## src/rtl/axi_lite_slave.sv

```systemverilog
// AXI4-Lite slave with a NUM_REGS x 32-bit register file and independent read/write FSMs.
// Define AXIL_SLAVE_WSTRB_EN to honour per-byte write strobes; otherwise writes replace the full word.
module axi_lite_slave #(
    parameter int ADDR_WIDTH = 8,
    parameter int DATA_WIDTH = 32,
    parameter int NUM_REGS   = 16
) (
    input  logic                      aclk,
    input  logic                      areset_n,

    input  logic [ADDR_WIDTH-1:0]     awaddr,
    input  logic                      awvalid,
    output logic                      awready,

    input  logic [DATA_WIDTH-1:0]     wdata,
    input  logic [DATA_WIDTH/8-1:0]   wstrb,
    input  logic                      wvalid,
    output logic                      wready,

    output logic [1:0]                bresp,
    output logic                      bvalid,
    input  logic                      bready,

    input  logic [ADDR_WIDTH-1:0]     araddr,
    input  logic                      arvalid,
    output logic                      arready,

    output logic [DATA_WIDTH-1:0]     rdata,
    output logic [1:0]                rresp,
    output logic                      rvalid,
    input  logic                      rready
);

    localparam int IDX_W     = ADDR_WIDTH - 2;
    localparam int REG_IDX_W = (NUM_REGS > 1) ? $clog2(NUM_REGS) : 1;
    localparam int LANES     = DATA_WIDTH / 8;

    localparam logic [IDX_W:0] NUM_REGS_W  = (IDX_W + 1)'(NUM_REGS);
    localparam logic [1:0]     RESP_OKAY   = 2'b00;
    localparam logic [1:0]     RESP_SLVERR = 2'b10;

    typedef enum logic [1:0] {
        W_IDLE,
        W_ACK,
        W_RESP
    } w_state_e;

    typedef enum logic [1:0] {
        R_IDLE,
        R_ACK,
        R_DATA
    } r_state_e;

    // ------------------------------------------------------------------
    // Address decode
    // ------------------------------------------------------------------
    logic [IDX_W-1:0]     aw_idx;
    logic [IDX_W-1:0]     ar_idx;
    logic [REG_IDX_W-1:0] aw_sel;
    logic [REG_IDX_W-1:0] ar_sel;
    logic                 aw_hit;
    logic                 ar_hit;

    assign aw_idx = awaddr[ADDR_WIDTH-1:2];
    assign ar_idx = araddr[ADDR_WIDTH-1:2];
    assign aw_sel = aw_idx[REG_IDX_W-1:0];
    assign ar_sel = ar_idx[REG_IDX_W-1:0];
    assign aw_hit = {1'b0, aw_idx} < NUM_REGS_W;
    assign ar_hit = {1'b0, ar_idx} < NUM_REGS_W;

    // ------------------------------------------------------------------
    // Register file
    // ------------------------------------------------------------------
    logic [DATA_WIDTH-1:0] regs_q [NUM_REGS];
    logic [DATA_WIDTH-1:0] wr_word;
    logic                  wr_en;
    w_state_e              w_state_q;
    w_state_e              w_state_d;

    assign wr_en = (w_state_q == W_ACK) && aw_hit;

`ifdef AXIL_SLAVE_WSTRB_EN
    // NOTE: every always_comb output gets a default first, so no path can leave it unassigned and infer a latch.
    always_comb begin
        wr_word = regs_q[aw_sel];
        for (int b = 0; b < LANES; b++) begin
            if (wstrb[b]) begin
                wr_word[8*b +: 8] = wdata[8*b +: 8];
            end
        end
    end

    logic [3:0] unused_addr_lsbs;
    assign unused_addr_lsbs = {awaddr[1:0], araddr[1:0]};
`else
    always_comb begin
        wr_word = wdata;
    end

    logic [LANES+3:0] unused_addr_lsbs;
    assign unused_addr_lsbs = {wstrb, awaddr[1:0], araddr[1:0]};
`endif

    // NOTE: the register file is reset because software-visible contents must read 0 after reset.
    // NOTE: sequential state uses non-blocking assignments so every flop samples pre-edge values.
    always_ff @(posedge aclk or negedge areset_n) begin
        if (!areset_n) begin
            for (int i = 0; i < NUM_REGS; i++) begin
                regs_q[i] <= '0;
            end
        end else if (wr_en) begin
            regs_q[aw_sel] <= wr_word;
        end
    end

    // ------------------------------------------------------------------
    // Write channel FSM
    // ------------------------------------------------------------------
    logic       awready_q, awready_d;
    logic       wready_q,  wready_d;
    logic       bvalid_q,  bvalid_d;
    logic [1:0] bresp_q,   bresp_d;

    always_ff @(posedge aclk or negedge areset_n) begin
        if (!areset_n) begin
            w_state_q <= W_IDLE;
            awready_q <= 1'b0;
            wready_q  <= 1'b0;
            bvalid_q  <= 1'b0;
            bresp_q   <= RESP_OKAY;
        end else begin
            w_state_q <= w_state_d;
            awready_q <= awready_d;
            wready_q  <= wready_d;
            bvalid_q  <= bvalid_d;
            bresp_q   <= bresp_d;
        end
    end

    always_comb begin
        w_state_d = w_state_q;
        case (w_state_q)
            W_IDLE:  if (awvalid && wvalid) w_state_d = W_ACK;
            W_ACK:   w_state_d = W_RESP;
            W_RESP:  if (bready) w_state_d = W_IDLE;
            default: w_state_d = W_IDLE;
        endcase
    end

    // AW and W are accepted together; a lone channel waits unacknowledged.
    always_comb begin
        awready_d = 1'b0;
        wready_d  = 1'b0;
        bvalid_d  = bvalid_q;
        bresp_d   = bresp_q;
        case (w_state_q)
            W_IDLE: begin
                if (awvalid && wvalid) begin
                    awready_d = 1'b1;
                    wready_d  = 1'b1;
                end
            end
            W_ACK: begin
                bvalid_d = 1'b1;
                bresp_d  = aw_hit ? RESP_OKAY : RESP_SLVERR;
            end
            W_RESP: begin
                if (bready) begin
                    bvalid_d = 1'b0;
                end
            end
            default: begin
                bvalid_d = 1'b0;
            end
        endcase
    end

    assign awready = awready_q;
    assign wready  = wready_q;
    assign bvalid  = bvalid_q;
    assign bresp   = bresp_q;

    // ------------------------------------------------------------------
    // Read channel FSM
    // ------------------------------------------------------------------
    r_state_e              r_state_q, r_state_d;
    logic                  arready_q, arready_d;
    logic                  rvalid_q,  rvalid_d;
    logic [1:0]            rresp_q,   rresp_d;
    logic [DATA_WIDTH-1:0] rdata_q,   rdata_d;

    always_ff @(posedge aclk or negedge areset_n) begin
        if (!areset_n) begin
            r_state_q <= R_IDLE;
            arready_q <= 1'b0;
            rvalid_q  <= 1'b0;
            rresp_q   <= RESP_OKAY;
            rdata_q   <= '0;
        end else begin
            r_state_q <= r_state_d;
            arready_q <= arready_d;
            rvalid_q  <= rvalid_d;
            rresp_q   <= rresp_d;
            rdata_q   <= rdata_d;
        end
    end

    always_comb begin
        r_state_d = r_state_q;
        case (r_state_q)
            R_IDLE:  if (arvalid) r_state_d = R_ACK;
            R_ACK:   r_state_d = R_DATA;
            R_DATA:  if (rready) r_state_d = R_IDLE;
            default: r_state_d = R_IDLE;
        endcase
    end

    // The capture reads regs_q before a same-cycle write lands, so a collision returns the old value.
    always_comb begin
        arready_d = 1'b0;
        rvalid_d  = rvalid_q;
        rresp_d   = rresp_q;
        rdata_d   = rdata_q;
        case (r_state_q)
            R_IDLE: begin
                if (arvalid) begin
                    arready_d = 1'b1;
                end
            end
            R_ACK: begin
                rvalid_d = 1'b1;
                rresp_d  = ar_hit ? RESP_OKAY : RESP_SLVERR;
                rdata_d  = ar_hit ? regs_q[ar_sel] : '0;
            end
            R_DATA: begin
                if (rready) begin
                    rvalid_d = 1'b0;
                end
            end
            default: begin
                rvalid_d = 1'b0;
            end
        endcase
    end

    assign arready = arready_q;
    assign rvalid  = rvalid_q;
    assign rresp   = rresp_q;
    assign rdata   = rdata_q;

endmodule

```

## config.mk

```make
export PLATFORM = sky130hd
export DESIGN_NAME = axi_lite_slave
export DESIGN_NICKNAME = d
export VERILOG_FILES = /design/src/rtl/axi_lite_slave.sv
export SDC_FILE = /design/constraint.sdc
export NUM_CORES = 1
export LEC_CHECK = 0
export CORE_ASPECT_RATIO = 1.5
export CORE_MARGIN = 1.5
export CORE_UTILIZATION = 55
export CTS_CLUSTER_DIAMETER = 200
export CTS_CLUSTER_SIZE = 8
export DETAILED_ROUTE_END_ITERATION = 10
export PLACE_DENSITY = 0.8
export SLEW_MARGIN = 20
export SYNTH_ARGS = -nofsm -noshare
export SYNTH_HDL_FRONTEND = slang
export SYNTH_SLANG_ARGS = --single-unit
```

## constraint.sdc

```tcl
create_clock -name aclk -period 2.4 [get_ports aclk]
set_input_delay 0.48 -clock aclk [delete_from_list [all_inputs] [get_ports aclk]]
set_output_delay 0.48 -clock aclk [all_outputs]
set_load 0.005 [all_outputs]
```

==> impl_metrics.env, run 1 <==
export IMPL_overflow=0
export IMPL_syn2layout_area_growth_pct=17.3
export IMPL_drive_gt1_share_pct=49.2
export IMPL_wire_per_inst_um=26.3
export IMPL_grt_pass1_wl_um=94400
export IMPL_worstPathArrival_ns=2.72
export IMPL_fin_crit_sh_pct=93.6
export IMPL_place_area_um2=26900
export IMPL_slew_headroom_pct=57.7
export IMPL_peakVddDrop_v=0.000490
export IMPL_final_cells=2252
export IMPL_cts_sinks=554
export IMPL_setup_viol=0
export IMPL_initial_core_util_pct=55.5
export IMPL_wl_met1_um=23000
export IMPL_critPathMaxStageDelay_ns=0.57
export IMPL_routed_wl_um=59300
export IMPL_dp_hpwl_um=35100
export IMPL_fill_cells=3046
export IMPL_boundaryPins=100
export IMPL_placed_cells=2163
export IMPL_final_common_cell="dfrtp_1"
export IMPL_die_h_um=263
export IMPL_worstMarginPinSlew_ns=0.635
export IMPL_p_per_area_nw_per_um2=761
export IMPL_synth_ff_type="dfrtp_1"
export IMPL_clock_path_buffers=3
export IMPL_numCtsBuffers=79
export IMPL_core_um2=44600
export IMPL_met2_wirelength_um=31200
export IMPL_critical_path_max_fanout=32
export IMPL_avgSynthCellArea_um2=16.0
export IMPL_post_cts_buffers=0
export IMPL_slowest_stage="or4b_4"
export IMPL_clk_latency_ns=0.59
export IMPL_maxSlewViolCount=0
export IMPL_seq_area_frac_synth_pct=56.0
export IMPL_die_area_um2=46300
export IMPL_layout_nets=1723
export IMPL_crit_type="flip-flop to flip-flop"
export IMPL_setup_ws_ns=0.153
export IMPL_dr_wl_met3_um=2590
export IMPL_drv_cap=0
export IMPL_yosys_warnings=0
export IMPL_outcome="complete, no violations"
export IMPL_place_congestion=0.763
export IMPL_drtIter0Drc=914
export IMPL_rsz0062_at_grt="no"
export IMPL_finalClockSkew_ns=0.0163
export IMPL_worst_hold_path_type="primary input to asynchronous set/reset pin"
export IMPL_final_cell_mix="dfrtp_1, mux2_2, mux4_2, clkdlybuf4s50_1, clkbuf_16"
export IMPL_antenna_found_initial=2
export IMPL_fin_area_um2=29000
export IMPL_fmax_mhz=445
export IMPL_cts_root_buf="clkbuf_16"
export IMPL_grt_max_degree=89
export IMPL_yosysUniqueCellTypes=31
export IMPL_tritoncts="done"
export IMPL_grt_pass1_vias=16007
export IMPL_hold_violations=0
export IMPL_firstDrtPassIters=7
export IMPL_viasPerCell=6.43
export IMPL_worstPathRequired_ns=2.87
export IMPL_dp_slack_ns=-0.430
export IMPL_via_count=14481
export IMPL_drc=0
export IMPL_path_cells="or4b_4 > buf_4 > nor4_4 > buf_12 > mux2_2"
export IMPL_synth_edf_count=0
export IMPL_leakagePower_uw=0.0139
export IMPL_finalCriticalPeriod_ns=2.25
export IMPL_end_kind="flip-flop"
export IMPL_cp_start_kind="flip-flop"
export IMPL_io_buffers=89
export IMPL_ant_nets=0
export IMPL_ys_ff_latch=554
export IMPL_fin_tns_setup_ns=0
export IMPL_dieWidth_um=176
export IMPL_synthArstFlopShare_pct=100
export IMPL_std_cell_rows=95
export IMPL_top_layer_used="met4"
export IMPL_htreeDepth=3
export IMPL_netlist_instances=1551
export IMPL_track_usage_pct=26.9
export IMPL_synth_area_um2=24800
export IMPL_path_clk_slew_ns=0.05
export IMPL_power_uw=22100
## worst max-delay path: cells and delay by family (launching register included)
family,cells,cell delay [ns]
and+or+nand+nor,2,0.84
buffers and inverters,2,0.47
DFF,1,0.43
muxes,1,0.38
## sequential cells by signal, indices dropped and copies added (netlist names)
signal / cells
regs_q: 512
rvalid: 1
arready: 1
rresp: 1
wready: 1
bvalid: 1
bresp: 1
rdata: 32
w_state_q: 2
r_state_q: 2
## cells in the mapped netlist, drive strengths merged (3+ instances only)
master   number  area (µm²)
nor4          3        37.5
nor2          5        18.8
mux4        128        2880
buf          45         238
mux2i        32         320
nand4b       32         280
clkbuf      105         394
nor2b         3        18.8
nand2        36         135
nand4        41         257
dfrtp       554       13900
and4          3        26.3
mux2        512        5880
inv           3        11.3
o2111ai      32         280
## what timing repair did
item / CTS / global route
gates resized for setup: 0 / 1
endpoints found under the setup margin: 0 / 4
hold endpoints to repair: 39 / 0
hold buffers: 1 / 0
## cell families (layout without fill, tap and decap cells)
kind of cell / Yosys count / in the layout / synth area share [%]
AO/OA/AOI/OAI: 38 / 38 / 1.28
buffers and inverters: 153 / 269 / 2.60
flip-flops: 554 / 554 / 56.0
multiplexers: 672 / 672 / 36.7
other: 1 / 4 / 0.0151
AND/OR/NAND/NOR: 133 / 133 / 3.43
## power by group
part / switching (µW) / internal, µW
clock network: 3780 / 5840
registers: 351 / 9990
logic: 1020 / 1120
## layer usage
| layer | track usage (%) | vias to the layer above |
|---|---|---|
| li1 | - | 6036 |
| met1 | 33.5 | 7855 |
| met2 | 45.9 | 447 |
| met3 | 3.94 | 143 |
| met4 | 13.0 | 0 |
| met5 | 0 | - |
## metrics by stage
stage	hold slack [ns]	utilization, %
after floorplan	0.184	-
after global placement	0.463	60.4
after detailed placement	0.470	60.4
after CTS	0.438	65.1
after global routing	0.484	65.1
final	0.459	65.1
## final cells by class
class	count	area, µm²	share of cell area, %
antenna	2	5.00	0.0172
clock buffer	80	2000	6.90
clock inverter	5	51.3	0.177
inverter	3	11.3	0.0388
multi-input combinational	845	10300	35.5
sequential	554	13900	47.8
tap	582	728	2.51
timing repair buffer	181	2060	7.11
## path summary, 6_finish.rpt
path / from / end / slack [ns] / cells after the start
max: w_state_q[1]$_DFFE_PN0P_ / regs_q[83]$_DFFE_PN0P_ / 0.15 / 5
max reg2reg: w_state_q[1]$_DFFE_PN0P_ / regs_q[83]$_DFFE_PN0P_ / 0.15 / 5
min reg2reg: bvalid$_DFFE_PN0P_ / bvalid$_DFFE_PN0P_ / 0.48 / 1
min in group aclk: wvalid / wready$_DFF_PN0_ / 0.47 / 3
min: areset_n / regs_q[283]$_DFFE_PN0P_ / 0.46 / 2
max in group asynchronous: areset_n / regs_q[270]$_DFFE_PN0P_ / 1.01 / 3
Power figures use the tool's default switching activity.
==> inputs of run 2 (changes only) <==
- CAP_MARGIN: not set -> 20
==> results of run 2 <==
Same layout as run 1: the final DEF is identical, and so are final timing and power.
==> inputs of run 3 (changes only) <==
- PLACE_DENSITY: 0.8 -> not set
- PLACE_DENSITY_LB_ADDON: not set -> 0.08
==> impl_metrics.env, run 3 (synthesized netlist as in run 1, its figures left out) <==
export IMPL_rrSetupSlack_ns=0.08
export IMPL_finalCriticalPeriod_ns=2.32
export IMPL_worst_r2r_endpoint="regs_q[29]$_DFFE_PN0P_"
export IMPL_drv_cap=0
export IMPL_finalClockSkew_ns=0.0157
export IMPL_whs_path_depth=3
export IMPL_grt_pass1_wl_um=95200
export IMPL_std_cell_rows=95
export IMPL_ant_nets=0
export IMPL_drtIter0Drc=849
export IMPL_combPwrFrac_pct=9.6
export IMPL_slew_headroom_pct=47.2
export IMPL_end_kind="flip-flop"
export IMPL_die_area_um2=46300
export IMPL_peakVddDrop_v=0.000625
export IMPL_leakagePower_uw=0.0139
export IMPL_rsz0062_at_grt="no"
export IMPL_layout_nets=1739
export IMPL_dieWidth_um=176
export IMPL_antenna_found_initial=1
export IMPL_hold_violations=0
export IMPL_r2r_start="w_state_q[1]$_DFFE_PN0P_"
export IMPL_die_h_um=263
export IMPL_syn2layout_area_growth_pct=17.6
export IMPL_fin_crit_sh_pct=96.9
export IMPL_core_um2=44600
export IMPL_wire_per_inst_um=26.7
export IMPL_firstDrtPassIters=5
export IMPL_numCtsBuffers=79
export IMPL_clk_latency_ns=0.59
export IMPL_setup_viol=0
export IMPL_seqPwrFrac_pct=46.3
export IMPL_worst_hold_path_type="primary input to flip-flop"
export IMPL_io_buffers=89
export IMPL_worstPathRequired_ns=2.86
export IMPL_initial_core_util_pct=55.5
export IMPL_track_usage_pct=27.4
export IMPL_place_congestion=0.766
export IMPL_place_area_um2=27000
export IMPL_fill_cells=3257
export IMPL_worstMarginPinSlew_ns=0.793
export IMPL_reg2regPathDepth=4
export IMPL_final_common_cell="dfrtp_1"
export IMPL_cp_start_kind="flip-flop"
export IMPL_power_switching_uw=5180
export IMPL_clock_path_buffers=3
export IMPL_regMostFlops="regs_q"
export IMPL_tritoncts="done"
export IMPL_drive_gt1_share_pct=49.7
export IMPL_critical_path_max_fanout=10
export IMPL_cts_root_buf="clkbuf_16"
export IMPL_grt_pass1_vias=15889
export IMPL_viasPerCell=6.33
export IMPL_drc=0
export IMPL_routed_wl_um=60600
export IMPL_htreeDepth=3
export IMPL_p_per_area_nw_per_um2=767
export IMPL_internal_power_uw=17100
export IMPL_cts_sinks=554
export IMPL_hold_slack_ns=0.391
export IMPL_crit_type="flip-flop to flip-flop"
export IMPL_dp_hpwl_um=37500
export IMPL_fin_area_um2=29100
export IMPL_via_count=14354
export IMPL_overflow=0
export IMPL_worstPathArrival_ns=2.78
export IMPL_maxSlewViolCount=0
export IMPL_critPathMaxStageDelay_ns=0.68
export IMPL_path_clk_slew_ns=0.05
export IMPL_largest_reg_flops=512
export IMPL_final_core_util_pct=65.3
export IMPL_grt_max_degree=78
export IMPL_swShare_pct=23.2
export IMPL_outcome="complete, no violations"
export IMPL_slowest_stage="or4_2"
export IMPL_hold_start="araddr[5]"
export IMPL_fmax_mhz=430
export IMPL_boundaryPins=100
export IMPL_fin_tns_setup_ns=0
export IMPL_path_cells="or4b_4 > or4_2 > buf_4 > mux2_4"
export IMPL_whs_endpoint="rdata[17]$_DFFE_PN0P_"
export IMPL_final_cell_mix="dfrtp_1, mux2_2, mux4_2, clkdlybuf4s50_1, clkbuf_16"
export IMPL_power_frac_clock_pct=44.1
==> run 3: cell types whose count changed in the layout (fill, tap and decap cells not counted), sizes merged <==
cell and delta:
clkbuf +2, buf +17, clkinv -1, inv -1
diode -1
==> run 3: stage by stage <==
| step | cells | power, µW | setup WS [ns] |
|---|---|---|---|
| floorplan | 1552 | 11600 | 0.196 |
| global placement | 2180 | 12500 | -0.461 |
| detailed placement | 2180 | 12600 | -0.478 |
| CTS | 2267 | 22500 | 0.0351 |
| global route | 2268 | 23100 | 0.0334 |
| finish | 2268 | 22300 | 0.0752 |
==> run 3: worst max path at each step <==
stage          depth (start not counted)                      to  slack [ns]                startpoint
6_report                               4  regs_q[29]$_DFFE_PN0P_        0.08  w_state_q[1]$_DFFE_PN0P_
3_5_place_dp                           5   regs_q[8]$_DFFE_PN0P_       -0.48                 awaddr[6]
5_1_grt                                4  regs_q[24]$_DFFE_PN0P_        0.03  w_state_q[1]$_DFFE_PN0P_
2_1_floorplan                          5  regs_q[10]$_DFFE_PN0P_        0.20                 awaddr[6]
3_3_place_gp                           5  regs_q[12]$_DFFE_PN0P_       -0.46                 awaddr[6]
4_1_cts                                4   regs_q[8]$_DFFE_PN0P_        0.04  w_state_q[1]$_DFFE_PN0P_
==> run 3: critical path: cells and delay by family, from the launching register on <==
family	cells	cell delay (ns)
and+or+nand+nor	2	1.27
DFF	1	0.38
muxes	1	0.31
buffers and inverters	1	0.24
==> run 3: cell type report <==
class	instances	area [µm²]	share of cell area, %
clock buffers	83	2080	7.13
diodes	1	2.50	0.00860
inverters	3	11.3	0.0387
clock inverters	3	37.5	0.129
well taps	582	728	2.50
flip-flops and latches	554	13900	47.6
repair buffers	197	2090	7.16
multi-input cells	845	10300	35.4
==> run 3: per-layer routing <==
layer	GRT usage, %	wire (µm)	part of all wire [%]	vias to the layer above
met5	0	0	0	-
met4	9.19	1750	2.9	0
met3	4.41	2680	4.4	106
met2	47.1	31700	52	382
met1	35.3	24500	40	7804
li1	-	-	-	6062
==> run 3: power groups by stage <==
stage / registers (µW) / clock network [µW] / logic, µW
floorplan: 10400 / 0 / 1240
finish: 10300 / 9850 / 2140
CTS: 10300 / 10000 / 2170
global placement: 10400 / 0 / 2090
detailed placement: 10500 / 0 / 2150
global route: 10400 / 10400 / 2310
==> run 3: what timing repair did <==
action / CTS / global route
setup buffers: 0 / 0
setup endpoints to repair: 0 / 1
hold buffers: 1 / 0
hold endpoints to repair: 50 / 0
resized for setup: 0 / 1
